### src/rtl/sub_flags_stage_pkg.sv
// Shared constants and types for the subtractor result/flag stage.
package sub_flags_stage_pkg;

    // Default datapath width; must match the upstream ripple subtractor.
    localparam int W_DEFAULT = 8;

    // Bit positions of the per-byte flags inside the 4-bit flag field.
    localparam int FLAG_N = 0;
    localparam int FLAG_Z = 1;
    localparam int FLAG_C = 2;
    localparam int FLAG_V = 3;

    // Payload = {last, zc, flags[3:0], diff[W-1:0]}.
    localparam int PAYLOAD_W = W_DEFAULT + 6;

    // Payload width for an arbitrary data width.
    function automatic int payload_width(input int w);
        return w + 6;
    endfunction

    // Occupancy of the two-entry skid buffer.
    typedef enum logic [1:0] {
        BUF_EMPTY = 2'd0,
        BUF_ONE   = 2'd1,
        BUF_FULL  = 2'd2
    } buf_state_t;

endpackage

### src/rtl/sub_flags_stage_if.sv
// Handshake and data bundle between subtractor, flag stage and downstream.
interface sub_flags_stage_if #(
    parameter int W = 8
);
    logic         in_valid;
    logic         in_ready;
    logic [W-1:0] in_a;
    logic [W-1:0] in_b;
    logic [W:0]   in_diff;
    logic         in_first;
    logic         in_last;
    logic         borrow_fb;
    logic         out_valid;
    logic         out_ready;
    logic [W-1:0] out_diff;
    logic         out_n;
    logic         out_z;
    logic         out_c;
    logic         out_v;
    logic         out_zc;
    logic         out_last;

    // Upstream subtractor and downstream consumer side.
    modport master (
        output in_valid, in_a, in_b, in_diff, in_first, in_last, out_ready,
        input  in_ready, borrow_fb, out_valid, out_diff,
               out_n, out_z, out_c, out_v, out_zc, out_last
    );

    // Flag stage side.
    modport slave (
        input  in_valid, in_a, in_b, in_diff, in_first, in_last, out_ready,
        output in_ready, borrow_fb, out_valid, out_diff,
               out_n, out_z, out_c, out_v, out_zc, out_last
    );
endinterface

### src/rtl/sub_flags_stage_skid_buf2.sv
// Two-entry skid buffer: main entry drives the output, skid entry absorbs
// one extra beat so the upstream ready can be registered.
module skid_buf2
    import sub_flags_stage_pkg::*;
#(
    parameter int PW = PAYLOAD_W
) (
    input  logic          clk,
    input  logic          rst,
    input  logic          in_valid,
    output logic          in_ready,
    input  logic [PW-1:0] in_data,
    output logic          out_valid,
    input  logic          out_ready,
    output logic [PW-1:0] out_data
);

    buf_state_t    state_reg;
    logic [PW-1:0] main_reg;
    logic [PW-1:0] skid_reg;
    logic          in_ready_reg;
    logic          accept;
    logic          push;

    assign accept    = in_valid & in_ready_reg;
    assign out_valid = (state_reg != BUF_EMPTY);
    assign push      = out_valid & out_ready;
    assign in_ready  = in_ready_reg;
    assign out_data  = main_reg;

    // Occupancy FSM; in_ready is registered as "next state is not FULL".
    always_ff @(posedge clk) begin
        if (rst) begin
            state_reg    <= BUF_EMPTY;
            main_reg     <= '0;
            skid_reg     <= '0;
            in_ready_reg <= 1'b1;
        end else begin
            case (state_reg)
                BUF_EMPTY: begin
                    if (accept) begin
                        main_reg  <= in_data;
                        state_reg <= BUF_ONE;
                    end
                end
                BUF_ONE: begin
                    if (accept && push) begin
                        main_reg <= in_data;
                    end else if (accept) begin
                        skid_reg     <= in_data;
                        state_reg    <= BUF_FULL;
                        in_ready_reg <= 1'b0;
                    end else if (push) begin
                        state_reg <= BUF_EMPTY;
                    end
                end
                BUF_FULL: begin
                    // in_ready is low here, so no accept can occur.
                    if (push) begin
                        main_reg     <= skid_reg;
                        state_reg    <= BUF_ONE;
                        in_ready_reg <= 1'b1;
                    end
                end
                default: begin
                    state_reg    <= BUF_EMPTY;
                    in_ready_reg <= 1'b1;
                end
            endcase
        end
    end

endmodule

### src/rtl/sub_flags_stage.sv
// Registered result/flag stage behind the ripple subtractor: derives N/Z/C/V,
// tracks chain-zero and chain-borrow, and buffers results in a skid buffer.
module sub_flags_stage
    import sub_flags_stage_pkg::*;
#(
    parameter int W = W_DEFAULT
) (
    input logic              clk,
    input logic              rst,
    sub_flags_stage_if.slave bus
);

    localparam int PW = payload_width(W);

    logic [W-1:0]  diff_lo;
    logic [3:0]    flags;
    logic          zc;
    logic          accept;
    logic          zacc_reg;
    logic          borrow_reg;
    logic          buf_in_ready;
    logic          buf_out_valid;
    logic [PW-1:0] pay_in;
    logic [PW-1:0] pay_out;
    logic          unused_bits;

    // Only the sign bits of the operands matter for overflow detection.
    assign unused_bits = ^{bus.in_a[W-2:0], bus.in_b[W-2:0]};

    assign diff_lo = bus.in_diff[W-1:0];
    assign accept  = bus.in_valid & buf_in_ready;

    // Per-byte flags and running chain-zero, from the inputs at accept time.
    always_comb begin
        flags         = '0;
        flags[FLAG_N] = bus.in_diff[W-1];
        flags[FLAG_Z] = (diff_lo == '0);
        flags[FLAG_C] = bus.in_diff[W];
        flags[FLAG_V] = (bus.in_a[W-1] ^ bus.in_b[W-1]) &
                        (bus.in_a[W-1] ^ bus.in_diff[W-1]);
        zc            = (bus.in_first | zacc_reg) & flags[FLAG_Z];
    end

    // Chain state: a last byte closes the chain and restores the idle values.
    always_ff @(posedge clk) begin
        if (rst) begin
            zacc_reg   <= 1'b1;
            borrow_reg <= 1'b0;
        end else if (accept) begin
            zacc_reg   <= bus.in_last ? 1'b1 : zc;
            borrow_reg <= bus.in_last ? 1'b0 : flags[FLAG_C];
        end
    end

    assign pay_in = {bus.in_last, zc, flags, diff_lo};

    skid_buf2 #(
        .PW(PW)
    ) u_skid_buf2 (
        .clk       (clk),
        .rst       (rst),
        .in_valid  (bus.in_valid),
        .in_ready  (buf_in_ready),
        .in_data   (pay_in),
        .out_valid (buf_out_valid),
        .out_ready (bus.out_ready),
        .out_data  (pay_out)
    );

    assign bus.in_ready  = buf_in_ready;
    assign bus.borrow_fb = borrow_reg;
    assign bus.out_valid = buf_out_valid;
    assign bus.out_diff  = pay_out[W-1:0];
    assign bus.out_n     = pay_out[W + FLAG_N];
    assign bus.out_z     = pay_out[W + FLAG_Z];
    assign bus.out_c     = pay_out[W + FLAG_C];
    assign bus.out_v     = pay_out[W + FLAG_V];
    assign bus.out_zc    = pay_out[W + 4];
    assign bus.out_last  = pay_out[W + 5];

endmodule

### src/flat_wrapper.sv
// flat-port wrapper written by rule: the top's interface ports become plain ports
module sub_flags_stage_flat import sub_flags_stage_pkg::*;
#(
    parameter int W = W_DEFAULT
)
  (clk, rst, bus_in_valid, bus_in_a, bus_in_b, bus_in_diff, bus_in_first, bus_in_last, bus_out_ready, bus_in_ready, bus_borrow_fb, bus_out_valid, bus_out_diff, bus_out_n, bus_out_z, bus_out_c, bus_out_v, bus_out_zc, bus_out_last);
  sub_flags_stage_if #(.W(W)) bus_i ();
  input logic clk;
  input logic rst;
  input wire logic [$bits(bus_i.in_valid)-1:0] bus_in_valid;
  input wire logic [$bits(bus_i.in_a)-1:0] bus_in_a;
  input wire logic [$bits(bus_i.in_b)-1:0] bus_in_b;
  input wire logic [$bits(bus_i.in_diff)-1:0] bus_in_diff;
  input wire logic [$bits(bus_i.in_first)-1:0] bus_in_first;
  input wire logic [$bits(bus_i.in_last)-1:0] bus_in_last;
  input wire logic [$bits(bus_i.out_ready)-1:0] bus_out_ready;
  output wire logic [$bits(bus_i.in_ready)-1:0] bus_in_ready;
  output wire logic [$bits(bus_i.borrow_fb)-1:0] bus_borrow_fb;
  output wire logic [$bits(bus_i.out_valid)-1:0] bus_out_valid;
  output wire logic [$bits(bus_i.out_diff)-1:0] bus_out_diff;
  output wire logic [$bits(bus_i.out_n)-1:0] bus_out_n;
  output wire logic [$bits(bus_i.out_z)-1:0] bus_out_z;
  output wire logic [$bits(bus_i.out_c)-1:0] bus_out_c;
  output wire logic [$bits(bus_i.out_v)-1:0] bus_out_v;
  output wire logic [$bits(bus_i.out_zc)-1:0] bus_out_zc;
  output wire logic [$bits(bus_i.out_last)-1:0] bus_out_last;
  assign bus_i.in_valid = bus_in_valid;
  assign bus_i.in_a = bus_in_a;
  assign bus_i.in_b = bus_in_b;
  assign bus_i.in_diff = bus_in_diff;
  assign bus_i.in_first = bus_in_first;
  assign bus_i.in_last = bus_in_last;
  assign bus_i.out_ready = bus_out_ready;
  assign bus_in_ready = bus_i.in_ready;
  assign bus_borrow_fb = bus_i.borrow_fb;
  assign bus_out_valid = bus_i.out_valid;
  assign bus_out_diff = bus_i.out_diff;
  assign bus_out_n = bus_i.out_n;
  assign bus_out_z = bus_i.out_z;
  assign bus_out_c = bus_i.out_c;
  assign bus_out_v = bus_i.out_v;
  assign bus_out_zc = bus_i.out_zc;
  assign bus_out_last = bus_i.out_last;
  sub_flags_stage #(.W(W)) u_core (.clk(clk), .rst(rst), .bus(bus_i));
endmodule
### config.mk
export PLATFORM = sky130hd
export DESIGN_NAME = sub_flags_stage_flat
export DESIGN_NICKNAME = d
export VERILOG_FILES = /design/src/rtl/sub_flags_stage_pkg.sv /design/src/rtl/sub_flags_stage_if.sv /design/src/rtl/sub_flags_stage_skid_buf2.sv /design/src/rtl/sub_flags_stage.sv /design/src/flat_wrapper.sv
export SDC_FILE = /design/constraint.sdc
export NUM_CORES = 1
export LEC_CHECK = 0
export CAP_MARGIN = 20
export CORE_MARGIN = 10
export CORE_UTILIZATION = 45
export CTS_CLUSTER_DIAMETER = 200
export DETAILED_ROUTE_END_ITERATION = 7
export GPL_TIMING_DRIVEN = 0
export PLACE_DENSITY = 0.86
export REMOVE_ABC_BUFFERS = 1
export SYNTH_ARGS = -nofsm -noshare
export SYNTH_HDL_FRONTEND = slang
export SYNTH_SLANG_ARGS = --single-unit
### constraint.sdc
create_clock -name clk -period 2 [get_ports clk]
set_clock_uncertainty 0.1 [all_clocks]
set_input_delay 0.4 -clock clk [delete_from_list [all_inputs] [get_ports clk]]
set_output_delay 0.4 -clock clk [all_outputs]
set_load 0.05 [all_outputs]
# --- Yosys cells after proc, flatten, opt, wreduce, memory -nomap -nowiden ---
# Index checks and enable logic that the tools add are counted.
totals:
  regBits: 33
  in_bits: 31
  output_inout_bits: 17
  word_cells: 48
classes:
  n_eq_ne: 8
  muxes: 16
  bitwise_logic: 9
  n_reduce_logical: 9
ops:
  columns: ["operator", "count"]
  rows:
  - ["$mux W14", 3]
  - ["$pmux W14 S3", 1]
  - ["$reduce_and A4 Y1", 3]
  - ["$mux W2", 5]
  - ["$ne A2 B2 Y1 const B", 5]
  - ["$logic_not A8 Y1", 1]
  - ["$pmux W2 S3", 1]
  - ["$mux W1", 5]
  - ["$and A1 B1 Y1", 4]
  - ["$ne A3 B3 Y1 const B", 1]
  - ["$pmux W1 S3", 1]
  - ["$reduce_and A3 Y1", 1]
  - ["$reduce_bool A3 Y1", 1]
  - ["$eq A2 B1 Y1 const B", 1]
  - ["$eq A2 B2 Y1 const B", 1]
  - ["$logic_not A2 Y1", 1]
  - ["$not A1 Y1", 2]
  - ["$reduce_bool A2 Y1", 1]
  - ["$xor A1 B1 Y1", 2]
  - ["$logic_and A1 B1 Y1", 1]
  - ["$or A1 B1 Y1", 1]

# --- Logic depth before layout (Yosys ltp) ---
depth:
  word_depth: 6
  depth_mapped: 6
  mapped_depth_nobuf: 4

# --- Cells and area by module ---
# From an unflattened synthesis, not the netlist that was laid out.
unflattened:
  hier_cells: 163
  area_unflattened_um2: 1467.7
by_module_without_submodules:
  columns: ["module", "n_inst", "cells_per_inst", "area_each_um2", "seq_area_each_um2"]
  rows:
  - ["skid_buf2", 1, 145, 1333.8, 620.6]
  - ["sub_flags_stage", 1, 18, 133.9, 40.0]

# --- Worst setup path after synthesis ---
# OpenSTA, ideal clock, no wires.
synth_path:
  path_kind: "register -> register"
  start: "register u_core.u_skid_buf2.in_ready_reg, in the netlist u_core.u_skid_buf2.in_ready"
  end: "register u_core.u_skid_buf2.main_reg[0], in the netlist u_core.u_skid_buf2.out_data[0]"
  setup_time_ns: 0.089
  arrival_time_ns: 1.668
  required_ns: 1.811
  path_slack_ns: 0.143
  path_stages_with_launch: 6
  path_buffers: 1
  period_less_slack_ns: 1.857
  path_cell_list: "dfxtp_1 > and4b_1 > a211o_1 > buf_6 > nor2_1 > a311oi_2"
synth_between:
  elab_chain_cells: 4
  word_cells_on_any_way: 5
  cone_classes: "2 x eq/ne; 1 x bitwise; 2 x reduce/logical"
synth_rtl:
  columns: ["element", "line_no", "rtl"]
  rows:
  - ["from (decl)", "sub_flags_stage_skid_buf2.sv:21", "logic in_ready_reg;"]
  - ["from (signal assigned)", "sub_flags_stage_skid_buf2.sv:37", "in_ready_reg <= 1'b1;"]
  - ["from (signal assigned)", "sub_flags_stage_skid_buf2.sv:52", "in_ready_reg <= 1'b0;"]
  - ["from (signal assigned)", "sub_flags_stage_skid_buf2.sv:62", "in_ready_reg <= 1'b1;"]
  - ["$and A1 B1 Y1 *", "sub_flags_stage_skid_buf2.sv:25", "assign accept = in_valid & in_ready_reg;"]
  - ["$logic_and A1 B1 Y1", "sub_flags_stage_skid_buf2.sv:47", "if (accept && push) begin"]
  - ["$ne A2 B2 Y1 (no source line)", null, null]
  - ["$reduce_and A4 Y1 (no source line) *", null, null]
  - ["to (signal assigned)", "sub_flags_stage_skid_buf2.sv:42", "main_reg <= in_data;"]
  - ["to (signal assigned)", "sub_flags_stage_skid_buf2.sv:48", "main_reg <= in_data;"]
  - ["to (signal assigned)", "sub_flags_stage_skid_buf2.sv:60", "main_reg <= skid_reg;"]
  - ["to (decl)", "sub_flags_stage_skid_buf2.sv:19", "logic [PW-1:0] main_reg;"]
# Mark *: on every way between the ends. The rest lies on a longest branch, timed or not.
# A chain may end at the register's enable or synchronous reset.

# --- Worst setup path in the final report ---
layout_path:
  start: "register u_core.u_skid_buf2.main_reg[3], in the netlist u_core.u_skid_buf2.out_data[3]"
  end: "output port bus_out_diff[3]"
layout_rtl:
  columns: ["element", "line_no", "rtl"]
  rows:
  - ["to (decl)", "flat_wrapper.sv:20", "output wire logic [$bits(bus_i.out_diff)-1:0] bus_out_diff;"]
# No word-level cell between the ends.

==> run_results.csv <==
group,metric,value,unit
status,outcome,"finished, final reports clean",
drt,firstDrtPassIters,4,
synthesis,ys_seq_elements,31,
placed_design,numPortBuffers,33,
sta,finalSetupViolCount,0,
finish,mostFrequentLayoutCell,"nand2_1",
critical_path,cp-startpoint,"u_core.u_skid_buf2.out_data[3]",
critical_path,worstReg2RegEnd,"u_core.u_skid_buf2.out_data[2]",
sta,worst_pin_slew,664.3,ps
clock_tree,worstSkewPairLatency,330,ps
hold_path,holdCritPathClass,"flip-flop to flip-flop",
clock_tree,clkTransAtPathRegs,90,ps
drt,ant_nets,0,
finish,nNetsFinal,235,
critical_path,path_cells,"clkdlybuf4s50_1",
drt,wl_per_cell,13.93,um
critical_path,worstPathRequired,1500,ps
critical_path,path_class,"flip-flop to primary output",
die,start_util,0.4762,
synthesis,synthDistinctLibCells,34,
clock_tree,cts_buffer_depth,2,
critical_path,cp-end-kind,"primary output",
synthesis,yosysSeqAreaShare,0.4200,
finish,area_growth,31.84,%
clock_tree,htreeDepth,2,
global_routing,grt.total_usage,0.1137,
critical_path,r2r_start,"u_core.u_skid_buf2.state_reg[1]",
sta,post-route-period-util,0.9814,
critical_path,rr_worst_depth,4,
run,max_cap_viol_count,0,
global_routing,grt.overflow.total,0,
drt,drc,0,
die,die-area,5976,sq um
pwr,p_leak,0.0008652,uW
drt,drt_wl_total,3454,um
global_routing,grt_pass1_vias,1243,
clock_tree,cts_tree,"built",
die,die_h,77.31,um
clock_tree,cts_sinks,31,
sta,hold_violations,0,
critical_path,cp_num_buf_inv,1,
placed_design,place_ws,-734.9,ps
critical_path,worstPathMaxFanout,2,
synthesis,synthCells,172,
sta,layout_setup_ws,37.28,ps
sta,fmax,509.5,MHz
drt,dr.first_iter.drc_count,87,
critical_path,worst-path-stages,1,
hold_path,min_from,"u_core.u_skid_buf2.skid_reg[5]",
die,die_x,77.31,um
critical_path,rrSetupSlack,240,ps
sta,fin_setup_tns,0,ps
critical_path,critPathMaxStageDelay,800,ps
pwr,peakVddDrop,0.3406,mV
synthesis,async_flop_share,0,
finish,layout_common_cells,"nand2_1 (46), dfxtp_1 (31), nor2_1 (21)",
clock_tree,cts_root_buffer,"clkbuf_4",
synthesis,yosysWarnings,0,
synthesis,synth_area,1478,sq um
critical_path,worstPathArrival,1460,ps
global_routing,grt_pass1_wl,5685,um
finish,diodes,0,
synthesis,synth-edff-count,0,
critical_path,slowest_stage,"clkdlybuf4s50_1",
synthesis,ys.flop_type,"dfxtp_1",
die,core_area,3103,sq um
die,core.rowCount,20,
critical_path,critPathLaunchType,"flip-flop",
global_routing,grt_antenna_before_repair,0,
synthesis,avgSynthCellArea,8.591,sq um
sta,slew_violations,0,
critical_path,cp_top_family,"buffers and inverters",
drt,vias_per_cell,5.226,
die,ios,48,
clock_tree,numCtsBuffers,5,
placed_design,place.gp.congestion,0.7222,
pwr,p_per_area,746.0,nW/um^2
drt,vias,1296,
placed_design,dp.final_hpwl,2390,um
critical_path,critPathCapture,"bus_out_diff[3]",
global_routing,grt_max_degree,24,
sta,fin_crit,1963,ps
finish,drive_gt1_frac,0.1667,
finish,num-fill-cells,262,
sta,slew_headroom,0.5558,
sta,grt_setup_unrepaired,"false",
==> cell usage after synthesis, types with 3 or more instances <==
cell type  number  area share
dfxtp_1        31        0.42
a21oi_1        18       0.061
nand3b_1        3       0.015
nor2_1         21       0.053
nand2_1        46        0.12
clkbuf_1        6       0.015
a311oi_2       11        0.11
buf_2           3       0.010
==> area by class of cell <==
cell class              count  area [sq um]  share of cell area
well taps                  44         55.05             0.02826
multi-input cells         128         802.0              0.4117
flip-flops and latches     31         620.6              0.3186
clock buffers               6         51.30             0.02633
repair buffers             38         414.1              0.2126
clock inverters             1         5.005            0.002569
==> logic make-up (layout without fill, tap and decap cells) <==
family,count (synthesis),count (layout),share of synthesized area
flip-flops,31,31,0.4200
AND/OR/NAND/NOR,89,89,0.3014
buffers and inverters,13,45,0.05080
AO/OA/AOI/OAI,39,39,0.2278
==> routing by layer <==
layer	share of wire	global-route usage	wire length, um	up-vias
met5	0	0	0	-
met4	0.0084	0.03650	29	0
met3	0.052	0.04545	179	4
met2	0.51	0.1906	1761	29
met1	0.43	0.1288	1484	601
li1	-	-	-	662
==> through the flow <==
| stage | std cells | cell area [sq um] | total power, uW | hold WS [ps] | util |
|---|---|---|---|---|---|
| finish | 248 | 1948 | 1453 | 359.9 | 0.6278 |
| global route | 248 | 1948 | 1523 | 389.9 | 0.6278 |
| CTS | 244 | 1888 | 1461 | 361.7 | 0.6085 |
| detailed placement | 237 | 1815 | 1100 | 347.9 | 0.5851 |
| global placement | 236 | 1788 | 1086 | 341.9 | 0.5762 |
| floorplan | 159 | 1403 | 944.5 | 325.1 | - |
==> timing repair <==
action | in CTS | in global routing
hold buffers | 0 | 0
buffers inserted | 0 | 4
endpoints found under the setup margin | 18 | 23
cloned | 0 | 0
gates resized for setup | 11 | 12
==> power breakdown <==
| part | total [uW] | switching (uW) | leakage [uW] | internal [uW] |
|---|---|---|---|---|
| registers | 685 | 27.4 | 0.000254 | 657 |
| clock network | 371 | 208 | 0.0000341 | 163 |
| logic | 398 | 246 | 0.000577 | 152 |
==> worst min path at each step <==
| stage | depth (start not counted) | slack (ps) | to |
|---|---|---|---|
| 2_1_floorplan | 2 | 330 | u_core.u_skid_buf2.skid_reg[9] |
| 3_3_place_gp | 2 | 340 | u_core.u_skid_buf2.skid_reg[5] |
| 3_5_place_dp | 2 | 350 | u_core.u_skid_buf2.skid_reg[13] |
| 4_1_cts | 2 | 360 | u_core.u_skid_buf2.skid_reg[13] |
| 5_1_grt | 2 | 390 | u_core.u_skid_buf2.skid_reg[6] |
| 6_report | 2 | 360 | u_core.u_skid_buf2.skid_reg[5] |
No activity file was read; power rests on OpenSTA's default activity.
